===== src/rtl/rr_mux_arbiter_pkg.sv =====
// ---------------------------------------------------------------------------
// rr_mux_arbiter_pkg
//   Shared definitions for the round-robin 4:1 mux arbiter:
//     - FSM state encoding (IDLE / GRANT)
//     - requester count and select width
//     - the mux select pair {s0,s1} and its mapping to/from a requester index
//   {s0,s1} = 00 -> i0, 01 -> i1, 10 -> i2, 11 -> i3 (s0 is the MSB).
// ---------------------------------------------------------------------------
package rr_mux_arbiter_pkg;

  localparam int NUM_REQ = 4;
  localparam int SEL_W   = 2;

  typedef enum logic {
    IDLE  = 1'b0,
    GRANT = 1'b1
  } state_t;

  typedef logic [SEL_W-1:0]   idx_t;
  typedef logic [NUM_REQ-1:0] req_vec_t;

  // Mux select pair exactly as the downstream 4:1 mux sees it.
  typedef struct packed {
    logic s0;  // MSB of the index
    logic s1;  // LSB of the index
  } sel_t;

  function automatic sel_t idx_to_sel(input idx_t idx);
    sel_t sel;
    sel.s0 = idx[1];
    sel.s1 = idx[0];
    return sel;
  endfunction

  function automatic idx_t sel_to_idx(input sel_t sel);
    return {sel.s0, sel.s1};
  endfunction

  function automatic req_vec_t idx_to_onehot(input idx_t idx);
    return req_vec_t'(1) << idx;
  endfunction

endpackage


===== src/rtl/rr_mux_arbiter_pick4.sv =====
// ---------------------------------------------------------------------------
// rr_pick4
//   Combinational round-robin search over four request bits.
//   Scans start, start+1, start+2, start+3 (mod 4) and reports the first set
//   bit.
//   Ports:
//     req   [3:0] in  request vector
//     start [1:0] in  index with highest priority
//     found       out at least one request bit is set
//     index [1:0] out first set bit in search order (start when none found)
// ---------------------------------------------------------------------------
module rr_pick4
  import rr_mux_arbiter_pkg::*;
(
  input  req_vec_t req,
  input  idx_t     start,
  output logic     found,
  output idx_t     index
);

  idx_t cand;

  // Walk from lowest to highest priority so the highest-priority hit is the
  // last assignment and wins.
  // NOTE: every output and temporary is given a default before the loop so
  // no path leaves a value unassigned, which would otherwise infer a latch.
  always_comb begin
    found = 1'b0;
    index = start;
    cand  = start;
    for (int k = NUM_REQ - 1; k >= 0; k--) begin
      cand = start + idx_t'(k);
      if (req[cand]) begin
        found = 1'b1;
        index = cand;
      end
    end
  end

endmodule


===== src/rtl/rr_mux_arbiter.sv =====
// ---------------------------------------------------------------------------
// rr_mux_arbiter
//   Round-robin arbiter sharing one 4:1 single-bit mux among four requesters.
//   A requester keeps the grant while it requests, for at most HOLD_MAX
//   consecutive cycles; on release the next requester after the holder is
//   granted on the same edge (the holder itself is searched last).
//   The selected data bit is registered one cycle after the grant.
//   Ports:
//     clk          in  system clock, rising edge
//     reset        in  asynchronous active-high reset
//     req   [3:0]  in  level request vector, bit n = requester n
//     din   [3:0]  in  data bits, din[n] routed to mux input i<n>
//     gnt   [3:0]  out one-hot registered grant, zero when idle
//     s0, s1       out registered mux select pair {s0,s1} = granted index
//     busy         out |gnt
//     d            out din[granted index], one cycle after the grant
//     d_valid      out d carries data from a granted cycle
// ---------------------------------------------------------------------------
module rr_mux_arbiter
  import rr_mux_arbiter_pkg::*;
#(
  parameter int HOLD_MAX = 8  // legal range 1..255
) (
  input  logic               clk,
  input  logic               reset,
  input  logic [NUM_REQ-1:0] req,
  input  logic [NUM_REQ-1:0] din,
  output logic [NUM_REQ-1:0] gnt,
  output logic               s0,
  output logic               s1,
  output logic               busy,
  output logic               d,
  output logic               d_valid
);

  localparam int CNT_W = $clog2(HOLD_MAX + 1);
  localparam logic [CNT_W-1:0] CNT_MAX = CNT_W'(HOLD_MAX);
  localparam logic [CNT_W-1:0] CNT_ONE = CNT_W'(1);

  state_t           state, state_nxt;
  idx_t             ptr, ptr_nxt;
  logic [CNT_W-1:0] cnt, cnt_nxt;
  req_vec_t         gnt_nxt;
  sel_t             sel, sel_nxt;

  idx_t holder;
  idx_t search_start;
  logic pick_found;
  idx_t pick_index;

  // The select register doubles as the holder index, so gnt and select can
  // never disagree.
  assign holder = sel_to_idx(sel);

  // From IDLE search from the pointer; on release search from the holder's
  // successor, which puts the holder itself last.
  assign search_start = (state == IDLE) ? ptr : holder + idx_t'(1);

  rr_pick4 u_pick (
    .req   (req),
    .start (search_start),
    .found (pick_found),
    .index (pick_index)
  );

  always_comb begin
    state_nxt = state;
    ptr_nxt   = ptr;
    cnt_nxt   = cnt;
    gnt_nxt   = gnt;
    sel_nxt   = sel;
    case (state)
      IDLE: begin
        if (pick_found) begin
          state_nxt = GRANT;
          gnt_nxt   = idx_to_onehot(pick_index);
          sel_nxt   = idx_to_sel(pick_index);
          cnt_nxt   = CNT_ONE;
        end
      end
      GRANT: begin
        if (req[holder] && (cnt < CNT_MAX)) begin
          cnt_nxt = cnt + CNT_ONE;
        end else begin
          // Release: a drop of req[holder] and a timeout are handled alike.
          ptr_nxt = holder + idx_t'(1);
          if (pick_found) begin
            gnt_nxt = idx_to_onehot(pick_index);
            sel_nxt = idx_to_sel(pick_index);
            cnt_nxt = CNT_ONE;
          end else begin
            state_nxt = IDLE;
            gnt_nxt   = '0;
            sel_nxt   = '0;
            cnt_nxt   = '0;
          end
        end
      end
      default: begin
        state_nxt = IDLE;
      end
    endcase
  end

  // NOTE: sequential state is written with non-blocking assignments so every
  // register samples pre-edge values regardless of statement order.
  always_ff @(posedge clk or posedge reset) begin
    if (reset) begin
      state <= IDLE;
      ptr   <= '0;
      cnt   <= '0;
      gnt   <= '0;
      sel   <= '0;
    end else begin
      state <= state_nxt;
      ptr   <= ptr_nxt;
      cnt   <= cnt_nxt;
      gnt   <= gnt_nxt;
      sel   <= sel_nxt;
    end
  end

  assign busy = |gnt;
  assign s0   = sel.s0;
  assign s1   = sel.s1;

  // Data register samples the mux output selected by the current grant.
  always_ff @(posedge clk or posedge reset) begin
    if (reset) begin
      d       <= 1'b0;
      d_valid <= 1'b0;
    end else begin
      d       <= busy ? din[holder] : 1'b0;
      d_valid <= busy;
    end
  end

endmodule


===== config.mk =====
export PLATFORM = sky130hd
export DESIGN_NAME = rr_mux_arbiter
export DESIGN_NICKNAME = d
export VERILOG_FILES = /design/src/rtl/rr_mux_arbiter_pkg.sv /design/src/rtl/rr_mux_arbiter_pick4.sv /design/src/rtl/rr_mux_arbiter.sv
export SDC_FILE = /design/constraint.sdc
export NUM_CORES = 1
export LEC_CHECK = 0
export BUFFER_PORTS_ARGS = -buffer_cell sky130_fd_sc_hd__buf_2
export CAP_MARGIN = 10
export CORE_MARGIN = 4
export CORE_UTILIZATION = 35
export CTS_CLUSTER_DIAMETER = 100
export DETAILED_ROUTE_END_ITERATION = 8
export PLACE_DENSITY = 0.61
export SETUP_SLACK_MARGIN = 0.4
export SLEW_MARGIN = 20
export SYNTH_ARGS = -nofsm -noshare
export SYNTH_HDL_FRONTEND = slang
export SYNTH_SLANG_ARGS = --single-unit

===== constraint.sdc =====
create_clock -name clk -period 1.9 [get_ports clk]
set_input_delay 0 -clock clk [delete_from_list [all_inputs] [get_ports clk]]
set_output_delay 0 -clock clk [all_outputs]
set_load 0.01 [all_outputs]

=== Word level (Yosys, flattened, before mapping) ===
Cells that the tools add are included.

* Reductions and logical operators: 4
* Order comparisons: 6
* Shift operators: 1
* $add $sub $neg: 5
* Mux-type cells: 37
* Bitwise gates (word level): 2
* Equality and inequality tests: 2

{| class="wikitable"
|+ Operators with widths
! cell !! count
|-
| two-way mux 4 bit || 5
|-
| two-way mux 2 bit || 8
|-
| case mux 4 bit (2 select lines) || 2
|-
| less-than comparator 2 x 3 -> 1 bit (second input constant) || 5
|-
| two-way mux 1 bit || 14
|-
| binary-select mux 1 bit (select 2 bit) || 6
|-
| adder 2 x 1 -> 2 bit (second input constant) || 2
|-
| adder 2 bit (second input constant) || 2
|-
| adder 4 x 1 -> 4 bit (second input constant) || 1
|-
| less-than comparator 4 bit (second input constant) || 1
|-
| != test 2 bit (second input constant) || 2
|-
| case mux 2 bit (2 select lines) || 1
|-
| AND reduction 2 bit || 2
|-
| OR reduction 4 bit || 1
|-
| left shift 1 x 2 -> 4 bit (first input constant) || 1
|-
| NOT 1 bit || 2
|-
| case mux 1 bit (2 select lines) || 1
|-
| logical AND 1 bit || 1
|}

* Output and inout bits: 9
* Word-level logic and storage cells: 65
* Input bits: 10
* Bits in registers: 15

=== Longest topological paths before layout ===
Gate-level depths: netlist of the first run.

* Depth after elaboration: 13
* Gate-level depth with buffers: 6
* Mapped depth without buffers: 5

=== Modules after synthesis ===
A second synthesis of the first run with hierarchy kept.

* Cells, all modules: 71
* Area, all modules: 807.0 sq um

{| class="wikitable"
|+ By module, submodules not included
! module !! cells each !! seq. area each (sq um) !! area each (sq um) !! times used
|-
| rr_mux_arbiter || 55 || 375.4 || 706.9 || 1
|-
| rr_pick4 || 16 || 0.0 || 100.1 || 1
|}

=== Least setup slack after synthesis of the first run ===
No wires, ideal clock.

* Kind: reg2reg
* Start: reg sel, in the netlist s1
* End: reg gnt[3]
* Arrival: 1.574 ns
* Stages on the path, launching flop included: 7
* Required time: 1.779 ns
* Period minus slack after synthesis: 1.695 ns
* Library setup time: 0.121 ns
* Setup slack: 0.205 ns
* Buffers on the path: 1
* Cells stage by stage: dfrtp_1 buf_4 xnor2_2 a221oi_1 nor4_2 nor2_1 a22o_2

* Longest elaborated chain between the ends: 13
* Elaborated cells between the ends (all ways): 32
* Classes of those cells: add/sub: 4; eq/ne: 2; shift: 1; mux: 23; reduce/logical: 2

{| class="wikitable"
|+ Ends and longest elaborated chain
! item !! line !! text
|-
| from (decl) || rr_mux_arbiter.sv:44 || <nowiki>sel_t sel, sel_nxt;</nowiki>
|-
| from (signal assigned) || rr_mux_arbiter.sv:119 || <nowiki>sel <= sel_nxt;</nowiki>
|-
| adder 2 x 1 -> 2 bit || rr_mux_arbiter.sv:57 || <nowiki>assign search_start = (state == IDLE) ? ptr : holder + idx_t'(1);</nowiki>
|-
| two-way mux 2 bit || rr_mux_arbiter.sv:57 ||
|-
| adder 2 bit || rr_mux_arbiter_pick4.sv:32 || <nowiki>cand = start + idx_t'(k);</nowiki>
|-
| binary-select mux 1 bit (select 2 bit) || rr_mux_arbiter_pick4.sv:33 || <nowiki>if (req[cand]) begin</nowiki>
|-
| two-way mux 1 bit (implied by the code) || rr_mux_arbiter_pick4.sv:33 ||
|-
| two-way mux 2 bit (4 in a row) || rr_mux_arbiter_pick4.sv:33 ||
|-
| left shift 1 x 2 -> 4 bit || rr_mux_arbiter_pkg.sv:40 || <nowiki>return req_vec_t'(1) << idx;</nowiki>
|-
| two-way mux 4 bit || rr_mux_arbiter.sv:87 || <nowiki>if (pick_found) begin</nowiki>
|-
| two-way mux 4 bit || rr_mux_arbiter.sv:82 || <nowiki>if (req[holder] && (cnt < CNT_MAX)) begin</nowiki>
|-
| case mux 4 bit (2 select lines) || rr_mux_arbiter.sv:72 || <nowiki>case (state)</nowiki>
|-
| to (signal assigned) || rr_mux_arbiter.sv:118 || <nowiki>gnt <= gnt_nxt;</nowiki>
|-
| to (decl) || rr_mux_arbiter.sv:28 || <nowiki>output logic [NUM_REQ-1:0] gnt,</nowiki>
|}

Several ways; a longest one is shown, not always the timed one. The select of a mux whose other input is x is not followed.
A chain may end at the register's enable or synchronous reset.

=== Final worst setup path of the first run ===
* Start: reg state
* End: reg gnt[1]

* Longest elaborated chain between the ends: 12
* Elaborated cells between the ends (all ways): 29
* Classes of those cells: add/sub: 3; eq/ne: 2; shift: 1; mux: 21; bitwise: 1; reduce/logical: 1

{| class="wikitable"
|+ Ends and longest elaborated chain
! item !! line !! text
|-
| from (decl) || rr_mux_arbiter.sv:40 || <nowiki>state_t state, state_nxt;</nowiki>
|-
| from (signal assigned) || rr_mux_arbiter.sv:115 || <nowiki>state <= state_nxt;</nowiki>
|-
| two-way mux 2 bit || rr_mux_arbiter.sv:57 ||
|-
| adder 2 bit || rr_mux_arbiter_pick4.sv:32 ||
|-
| binary-select mux 1 bit (select 2 bit) || rr_mux_arbiter_pick4.sv:33 ||
|-
| two-way mux 1 bit (implied by the code) || rr_mux_arbiter_pick4.sv:33 ||
|-
| two-way mux 2 bit (4 in a row) || rr_mux_arbiter_pick4.sv:33 ||
|-
| left shift 1 x 2 -> 4 bit || rr_mux_arbiter_pkg.sv:40 ||
|-
| two-way mux 4 bit || rr_mux_arbiter.sv:87 ||
|-
| two-way mux 4 bit || rr_mux_arbiter.sv:82 ||
|-
| case mux 4 bit (2 select lines) || rr_mux_arbiter.sv:72 ||
|}

Several ways; a longest one is shown, not always the timed one. The select of a mux whose other input is x is not followed.

==> impl_metrics.json, run 1 <==
{
  "relSlewSlack_pct": 60.8,
  "tightest_slew_ps": 588,
  "totalWireLength_um": 2210,
  "drt-wirelength-per-cell_um": 15.5,
  "via_per_inst": 5.29,
  "tns_ps": 0,
  "dr_wl_met3_um": 77,
  "min_period_ps": 1670,
  "core_area_mm2": 0.00230,
  "yosysSeqAreaShare_pct": 42.7,
  "rsz0062_at_grt": "yes",
  "dieHeight_um": 58.1,
  "synth-main-ff-cell": "dfrtp_1",
  "ios": 19,
  "rows": 17,
  "synth_most_common_cell": "dfrtp_1",
  "antenna_found_initial": 0,
  "drt_iter0_drc": 25,
  "synth_top_family_by_area": "compound AO/OA/AOI/OAI gates",
  "final_max_slew_viol_count": 0,
  "status": "finished clean",
  "grt_overflow_total": 0,
  "yosys_warnings": 0,
  "final_hold_viol_count": 0,
  "syn_area_um2": 878,
  "pwr-share-comb_pct": 59.7,
  "dieArea_mm2": 0.00338,
  "clk_pin_slew_ps": 80,
  "initial_core_util_pct": 38.2,
  "antenna_cells": 0,
  "synth_top_area_share_pct": 42.7,
  "switching_power_mw": 0.740,
  "avgSynthCellArea_um2": 10.6,
  "syn-num-nets": 94,
  "r2r_cells": 5,
  "synth_cell_types": 45,
  "seqPwrFrac_pct": 30.8,
  "cts_tree": "yes",
  "cp.required_ps": 2070,
  "synth_top_cell_by_area": "dfrtp_1",
  "first_pass_iters": 4,
  "synth_commonest_cells": "dfrtp_1 (15), nand2_1 (8), nor2_1 (6)",
  "grt_pass1_vias": 750,
  "h-tree-depth": 1,
  "finalSetupViolCount": 0,
  "drive_above_1_share_pct": 52.6,
  "synth_xor_xnor_area_share_pct": 1.85,
  "path_class": "register to register",
  "die_w_um": 58.1,
  "worstPathArrival_ps": 1850,
  "synth_compound_area_share_pct": 21.9,
  "grt_pass1_wl_um": 3570,
  "drv_cap": 0,
  "numCtsBuffers": 3,
  "min_path_cells": 3,
  "fin_area_mm2": 0.00122,
  "critPathLaunchType": "register",
  "fin_nets": 126,
  "clock_skew_ps": 0.966,
  "p_int_mw": 1.15,
  "area_growth_pct": 39.0,
  "grt_max_degree": 16,
  "cp_max_fo": 6,
  "via_count": 751,
  "fmax_mhz": 598,
  "hpwl_um": 1620,
  "final.period_utilization_pct": 88.1,
  "leakage_nw": 0.559,
  "route.layer.met1.wl_um": 931,
  "grt_usage_pct": 14.2,
  "setup.worst_path.end_class": "register",
  "port_buffers": 18,
  "synthArstFlopShare_pct": 100,
  "synth-seq-cells": 15,
  "clock-root-buffer": "clkbuf_4",
  "synthSimpleGateAreaFrac_pct": 21.2,
  "ir_drop_mv": 0.996,
  "power.density_mw_per_mm2": 1550,
  "place_area_mm2": 0.00103,
  "synth_fa_ha_area_share_pct": 1.42,
  "met2_length_um": 1200,
  "clock_sinks": 15,
  "hold_class": "input pin to register",
  "cts_max_path_buffers": 2,
  "synth_cells": 83,
  "p_clk_share_pct": 9.5,
  "synthTopCellsByArea": "dfrtp_1 (43%), nand2_1 (3.4%), mux4_1 (3.0%), mux4_2 (2.6%), nor2_1 (2.6%)",
  "insertion_delay_ps": 280,
  "top_layer_used": "met3",
  "final_antenna_net_count": 0,
  "drc": 0,
  "switching_share_pct": 39.0,
  "gp_congestion": 0.796,
  "synthMuxAreaShare_pct": 6.70,
  "synth_edf_count": 0
}
[layout make-up]
cell class | count | area [um2]
Clock buffer | 4 | 26.3
Fill cell | 209 | 1080
Inverter | 5 | 18.8
Multi-Input combinational cell | 60 | 576
Sequential cell | 15 | 379
Tap cell | 28 | 35.0
Timing Repair Buffer | 30 | 186
[per-stage QoR]
stage / setup WS [ps] / hold slack, ps / total power, mW / utilization (%) / instances
2_1_floorplan: 282 / -98.5 / 1.22 / - / 83
3_3_place_gp: 135 / 81.6 / 1.43 / 44.9 / 128
3_5_place_dp: 157 / 86.1 / 1.44 / 44.9 / 128
4_1_cts: 256 / 185 / 1.78 / 50.5 / 140
5_1_grt: 171 / 176 / 2.04 / 53.2 / 142
6_report: 227 / 178 / 1.89 / 53.2 / 142
[cells in the final DEF, fill, tap and decap left out, types with 2 or more instances in the layout]
cell and count:
buf_2 18, dfrtp_1 12, buf_4 10, nand2_1 6, inv_1 5, nor2_1 5, o21ai_1 3, clkbuf_4 3
dfrtp_2 3, and3_4 2, a21oi_1 2, nor2b_1 2, a21boi_4 2, a22o_2 2, nand2_2 2, a22o_1 2
[per-layer routing]
| layer | vias to the layer above | global-route usage (%) |
|---|---|---|
| met1 | 368 | 17.6 |
| met4 | 0 | 1.99 |
| met2 | 12 | 24.4 |
| met5 | - | 0 |
| li1 | 371 | - |
| met3 | 0 | 4.68 |
[path summary, 6_finish.rpt]
kind / to / slack, ps / from
setup / recovery: gnt[1]$_DFFE_PP0P_ / 230 / state$_DFF_PP0_
min in group asynchronous: d$_DFF_PP0_ / 320 / reset
max in group asynchronous: state$_DFF_PP0_ / 1170 / reset
setup reg to reg: gnt[1]$_DFFE_PP0P_ / 230 / state$_DFF_PP0_
hold reg to reg: cnt[2]$_DFFE_PP0P_ / 470 / cnt[2]$_DFFE_PP0P_
hold / removal: d$_DFF_PP0_ / 180 / din[0]
[power by group through the flow]
stage	clock [mW]	combinational, mW	sequential [mW]
after global placement	0	0.849	0.578
final	0.179	1.13	0.584
after CTS	0.187	1.03	0.562
after global routing	0.202	1.23	0.606
after floorplan	0	0.643	0.573
after detailed placement	0	0.858	0.584
[worst max-delay path, stage by stage (launching register included)]
cell and delay [ps]:
dfrtp_2 450, or2b_1 280, a311oi_2 340, nor4_4 100, buf_4 140, a32o_1 240
[flip-flops by register name, summed over array words and instances, names as in the netlist]
name / cells
d_valid: 1
d: 1
state: 1
s1: 1
cnt: 4
s0: 1
gnt: 4
ptr: 2
[what timing repair did]
| item | CTS | global route |
|---|---|---|
| pin swaps | 9 | 9 |
| hold buffers | 1 | 0 |
| endpoints found under the hold margin | 15 | 0 |
| setup buffers | 7 | 2 |
| setup endpoints to repair | 11 | 11 |
| resized for setup | 10 | 8 |
[cells by family after synthesis]
family                   after synthesis
XOR/XNOR                               1
buffers and inverters                  8
AO/OA/AOI/OAI                         23
AND/OR/NAND/NOR                       32
flip-flops                            15
adder cells (fa/ha/maj)                1
multiplexers                           3
No activity file was read; power rests on OpenSTA's default activity.
==> run 2, diff against run 1 <==
--- a/config.mk
+++ b/config.mk
@@ -12,6 +12,7 @@
 export CTS_CLUSTER_DIAMETER = 100
 export DETAILED_ROUTE_END_ITERATION = 8
 export PLACE_DENSITY = 0.61
+export RECOVER_POWER = 25
 export SETUP_SLACK_MARGIN = 0.4
 export SLEW_MARGIN = 20
 export SYNTH_ARGS = -nofsm -noshare
==> impl_metrics.json, run 2 (same netlist as run 1, synthesis figures left out) <==
{
  "port_buffers": 18,
  "cp_slowest_cell": "dfrtp_2",
  "setup.worst_path.end_class": "register",
  "grt_pass1_wl_um": 3570,
  "totalWireLength_um": 2210,
  "final_cell_mix": "buf_2 (15), dfrtp_1 (12), buf_4 (10)",
  "worstPathArrival_ps": 1850,
  "final_antenna_net_count": 0,
  "numCtsBuffers": 3,
  "largestRegisters": "cnt (4), gnt (4), ptr (2)",
  "drc": 0,
  "cp_cell_sequence": "or2b_1 -> a311oi_2 -> nor4_4 -> buf_4 -> a32o_1",
  "tns_ps": 0,
  "layout_commonest_cell": "buf_2",
  "clk_pin_slew_ps": 80,
  "place_area_mm2": 0.00103,
  "cts_tree": "yes",
  "p_int_mw": 1.15,
  "first_pass_iters": 4,
  "grt_usage_pct": 14.2,
  "drive_above_1_share_pct": 50.0,
  "power.density_mw_per_mm2": 1550,
  "clock-root-buffer": "clkbuf_4",
  "slowest_delay_ps": 450,
  "layoutNonFillerInstCount": 142,
  "core_area_mm2": 0.00230,
  "dieArea_mm2": 0.00338,
  "drv_cap": 0,
  "grt_pass1_vias": 750,
  "cp.required_ps": 2070,
  "ios": 19,
  "clock_skew_ps": 0.962,
  "area_growth_pct": 38.6,
  "status": "finished clean",
  "dieHeight_um": 58.1,
  "via_per_inst": 5.27,
  "hpwl_um": 1620,
  "via_count": 748,
  "grt_max_degree": 16,
  "leakage_nw": 0.551,
  "path_class": "register to register",
  "ir_drop_mv": 0.995,
  "grt_overflow_total": 0,
  "final_hold_viol_count": 0,
  "p_clk_share_pct": 9.5,
  "rows": 17,
  "cts_max_path_buffers": 2,
  "gp_congestion": 0.796,
  "insertion_delay_ps": 280,
  "switching_share_pct": 39.2,
  "hold_class": "input pin to register",
  "worst_hold_slack_ps": 178,
  "antenna_cells": 0,
  "rsz0062_at_grt": "yes",
  "drt_iter0_drc": 25,
  "relSlewSlack_pct": 60.8,
  "critPathLaunchType": "register",
  "clock_sinks": 15,
  "seqPwrFrac_pct": 31.0,
  "final.period_utilization_pct": 88.1,
  "cp_max_fo": 6,
  "switching_power_mw": 0.740,
  "min_period_ps": 1670,
  "finalSetupViolCount": 0,
  "pwr-share-comb_pct": 59.6,
  "dp_cells": 128,
  "fmax_mhz": 598,
  "drt-wirelength-per-cell_um": 15.6,
  "initial_core_util_pct": 38.2,
  "fin_nets": 126,
  "h-tree-depth": 1,
  "antenna_found_initial": 0,
  "tightest_slew_ps": 588,
  "fin_area_mm2": 0.00122,
  "final_max_slew_viol_count": 0,
  "die_w_um": 58.1
}
[run 2: changes by cell type in the layout (fill, tap and decap cells not counted)]
cell | previous run | this run
buf_2 | 18 | 15
clkbuf_1 | 1 | 4
[run 2: path summary, 6_finish.rpt]
kind | start | slack [ps] | endpoint | cells after the start
min reg2reg | cnt[2]$_DFFE_PP0P_ | 470 | cnt[2]$_DFFE_PP0P_ | 1
max reg2reg | state$_DFF_PP0_ | 230 | gnt[1]$_DFFE_PP0P_ | 5
max in group asynchronous | reset | 1170 | state$_DFF_PP0_ | 3
min in group asynchronous | reset | 320 | d$_DFF_PP0_ | 3
max | state$_DFF_PP0_ | 230 | gnt[1]$_DFFE_PP0P_ | 5
min | din[0] | 180 | d$_DFF_PP0_ | 3
[run 2: power groups by stage]
stage | combinational, mW | sequential, mW | clock (mW)
6_report | 1.13 | 0.585 | 0.179
5_1_grt | 1.22 | 0.606 | 0.202
4_1_cts | 1.03 | 0.562 | 0.187
3_5_place_dp | 0.858 | 0.584 | 0
3_3_place_gp | 0.849 | 0.578 | 0
2_1_floorplan | 0.643 | 0.573 | 0
[run 2: area by class of cell]
cell class	instances	area (um2)
well taps	28	35.0
clock buffers	4	26.3
inverters	5	18.8
multi-input cells	60	576
repair buffers	30	183
flip-flops and latches	15	379
fillers	210	1080
[run 2: critical path: cells and delay by family, from the launching register on]
kind,cells,cell delay (ps)
AO/OA/AOI/OAI,2,580
flip-flops,1,450
AND/OR/NAND/NOR,2,380
buffers and inverters,1,140
[run 2: what timing repair did]
item,4_1_cts,5_1_grt
hold buffers,1,0
setup buffers,7,2
endpoints found under the setup margin,11,11
resized for setup,10,8
pin swaps,9,9
hold endpoints to repair,15,0
gates cloned,0,0
[run 2: through the flow]
step | util [%] | worst slack (ps) | total power [mW]
final | 53.0 | 227 | 1.89
after global routing | 53.0 | 171 | 2.03
after CTS | 50.5 | 256 | 1.78
after detailed placement | 44.9 | 157 | 1.44
after global placement | 44.9 | 135 | 1.43
after floorplan | - | 282 | 1.22
[run 2: routing by layer]
layer  track usage, %  up-vias  wire (um)
met5                0        -          0
met4             1.99        0          0
met3             4.68        0         78
met2             24.4       12       1200
met1             17.6      365        937
li1                 -      371          -
==> run 3, diff against run 2 <==
--- a/config.mk
+++ b/config.mk
@@ -5,13 +5,14 @@
 export SDC_FILE = /design/constraint.sdc
 export NUM_CORES = 1
 export LEC_CHECK = 0
+export ABC_CLOCK_PERIOD_IN_PS = 1900
 export BUFFER_PORTS_ARGS = -buffer_cell sky130_fd_sc_hd__buf_2
 export CAP_MARGIN = 10
 export CORE_MARGIN = 4
-export CORE_UTILIZATION = 35
+export CORE_UTILIZATION = 52
 export CTS_CLUSTER_DIAMETER = 100
 export DETAILED_ROUTE_END_ITERATION = 8
-export PLACE_DENSITY = 0.61
+export PLACE_DENSITY = 0.83
 export RECOVER_POWER = 25
 export SETUP_SLACK_MARGIN = 0.4
 export SLEW_MARGIN = 20
==> impl_metrics.json, run 3 (same netlist as run 1, synthesis figures left out) <==
{
  "cts_tree": "yes",
  "leakage_nw": 0.521,
  "cp.required_ps": 2070,
  "p_int_mw": 1.08,
  "hp-start": "din[0]",
  "rsz0062_at_grt": "yes",
  "final_max_slew_viol_count": 0,
  "numCtsBuffers": 3,
  "finalSetupViolCount": 0,
  "cp-endpoint": "s1$_DFFE_PP0P_",
  "gp_congestion": 0.956,
  "totalWireLength_um": 2090,
  "grt_pass1_wl_um": 3390,
  "fin_nets": 123,
  "grt_usage_pct": 18.3,
  "status": "finished clean",
  "final_antenna_net_count": 0,
  "largestRegisters": "cnt (4), gnt (4), ptr (2)",
  "grt_max_degree": 16,
  "min_path_cells": 3,
  "ios": 19,
  "final_core_util_pct": 73.8,
  "cp_slowest_cell": "dfrtp_2",
  "r2r_end": "s1$_DFFE_PP0P_",
  "rows": 14,
  "switching_power_mw": 0.726,
  "drv_cap": 0,
  "grt_overflow_total": 0,
  "final_hold_viol_count": 0,
  "place_area_mm2": 0.00101,
  "min_period_ps": 1720,
  "r2r_setup_slack_ps": 180,
  "r2r-start": "s1$_DFFE_PP0P_",
  "dp_cells": 115,
  "final.period_utilization_pct": 90.6,
  "tightest_slew_ps": 561,
  "layout_commonest_cell": "buf_2",
  "worstPathArrival_ps": 1890,
  "seqPwrFrac_pct": 32.9,
  "cts_max_path_buffers": 2,
  "fmax_mhz": 581,
  "critPathLaunchType": "register",
  "die_w_um": 49.1,
  "relSlewSlack_pct": 62.5,
  "clock-root-buffer": "clkbuf_4",
  "ir_drop_mv": 0.919,
  "hpwl_um": 1370,
  "clock_skew_ps": 2.88,
  "first_pass_iters": 4,
  "antenna_cells": 0,
  "grt_pass1_vias": 714,
  "p_clk_share_pct": 9.9,
  "insertion_delay_ps": 280,
  "cp_cell_sequence": "xnor2_4 -> and3_4 -> o32ai_4 -> a211oi_2 -> buf_4 -> a22o_2",
  "power.density_mw_per_mm2": 1570,
  "pwr-share-comb_pct": 57.3,
  "startpoint": "s1$_DFFE_PP0P_",
  "port_buffers": 18,
  "drc": 0,
  "tns_ps": 0,
  "h-tree-depth": 1,
  "hold_class": "input pin to register",
  "via_per_inst": 6.18,
  "drt-wirelength-per-cell_um": 16.4,
  "cp_max_fo": 6,
  "slowest_delay_ps": 490,
  "drt_iter0_drc": 23,
  "drive_above_1_share_pct": 47.7,
  "clk_pin_slew_ps": 80,
  "layoutNonFillerInstCount": 127,
  "dieArea_mm2": 0.00241,
  "clock_sinks": 15,
  "dieHeight_um": 49.1,
  "via_count": 785,
  "path_class": "register to register",
  "core_area_mm2": 0.00156,
  "switching_share_pct": 40.1,
  "area_growth_pct": 30.9,
  "setup.worst_path.end_class": "register",
  "initial_core_util_pct": 56.3,
  "antenna_found_initial": 0,
  "fin_area_mm2": 0.00115,
  "r2r_cells": 6,
  "final_cell_mix": "buf_2 (17), dfrtp_1 (12), buf_4 (8)"
}
-- run 3: cell type report --
cell class | instances | area, um2
fill | 110 | 409
sequential | 15 | 379
timing repair buffer | 27 | 159
clock buffer | 4 | 26.3
inverter | 5 | 18.8
tap | 16 | 20.0
multi-input combinational | 60 | 547
-- run 3: critical path: cells and delay by family, from the launching register on --
| family | cells | cell delay [ps] |
|---|---|---|
| AOI/OAI and AO/OA | 3 | 610 |
| xor gates and xnor gates | 1 | 180 |
| buffers and inverters | 1 | 160 |
| DFF | 1 | 490 |
| and+or+nand+nor | 1 | 170 |
-- run 3: worst min path at each step --
stage	to	slack (ps)
finish	d$_DFF_PP0_	130
CTS	d$_DFF_PP0_	120
global placement	d$_DFF_PP0_	70
floorplan	cnt[0]$_DFFE_PP0P_	-100
global route	d$_DFF_PP0_	150
detailed placement	d$_DFF_PP0_	90
-- run 3: power groups by stage --
stage	Combinational (mW)	Clock [mW]	Sequential, mW
3_5_place_dp	0.814	0	0.598
6_report	1.04	0.179	0.595
5_1_grt	1.12	0.207	0.615
3_3_place_gp	0.795	0	0.596
2_1_floorplan	0.643	0	0.573
4_1_cts	0.969	0.188	0.569
-- run 3: repair_timing --
action / in CTS / in global routing
pin swaps: 8 / 2
hold endpoints to repair: 15 / 0
gates cloned: 0 / 0
resized for setup: 6 / 6
setup endpoints to repair: 11 / 11
hold buffers: 1 / 0
buffers inserted: 7 / 0
-- run 3: through the flow --
stage	total power [mW]	setup slack (ps)	hold WS (ps)
6_report	1.81	179	127
5_1_grt	1.94	112	151
4_1_cts	1.73	252	122
3_5_place_dp	1.41	118	86.4
3_3_place_gp	1.39	122	70.4
2_1_floorplan	1.22	282	-98.5
-- run 3: per-layer routing --
metal	track usage, %	vias to the layer above	wire (um)
li1	-	365	-
met1	23.6	376	882
met2	30.6	37	1020
met3	4.59	7	154
met4	4.27	0	27
met5	0	-	0
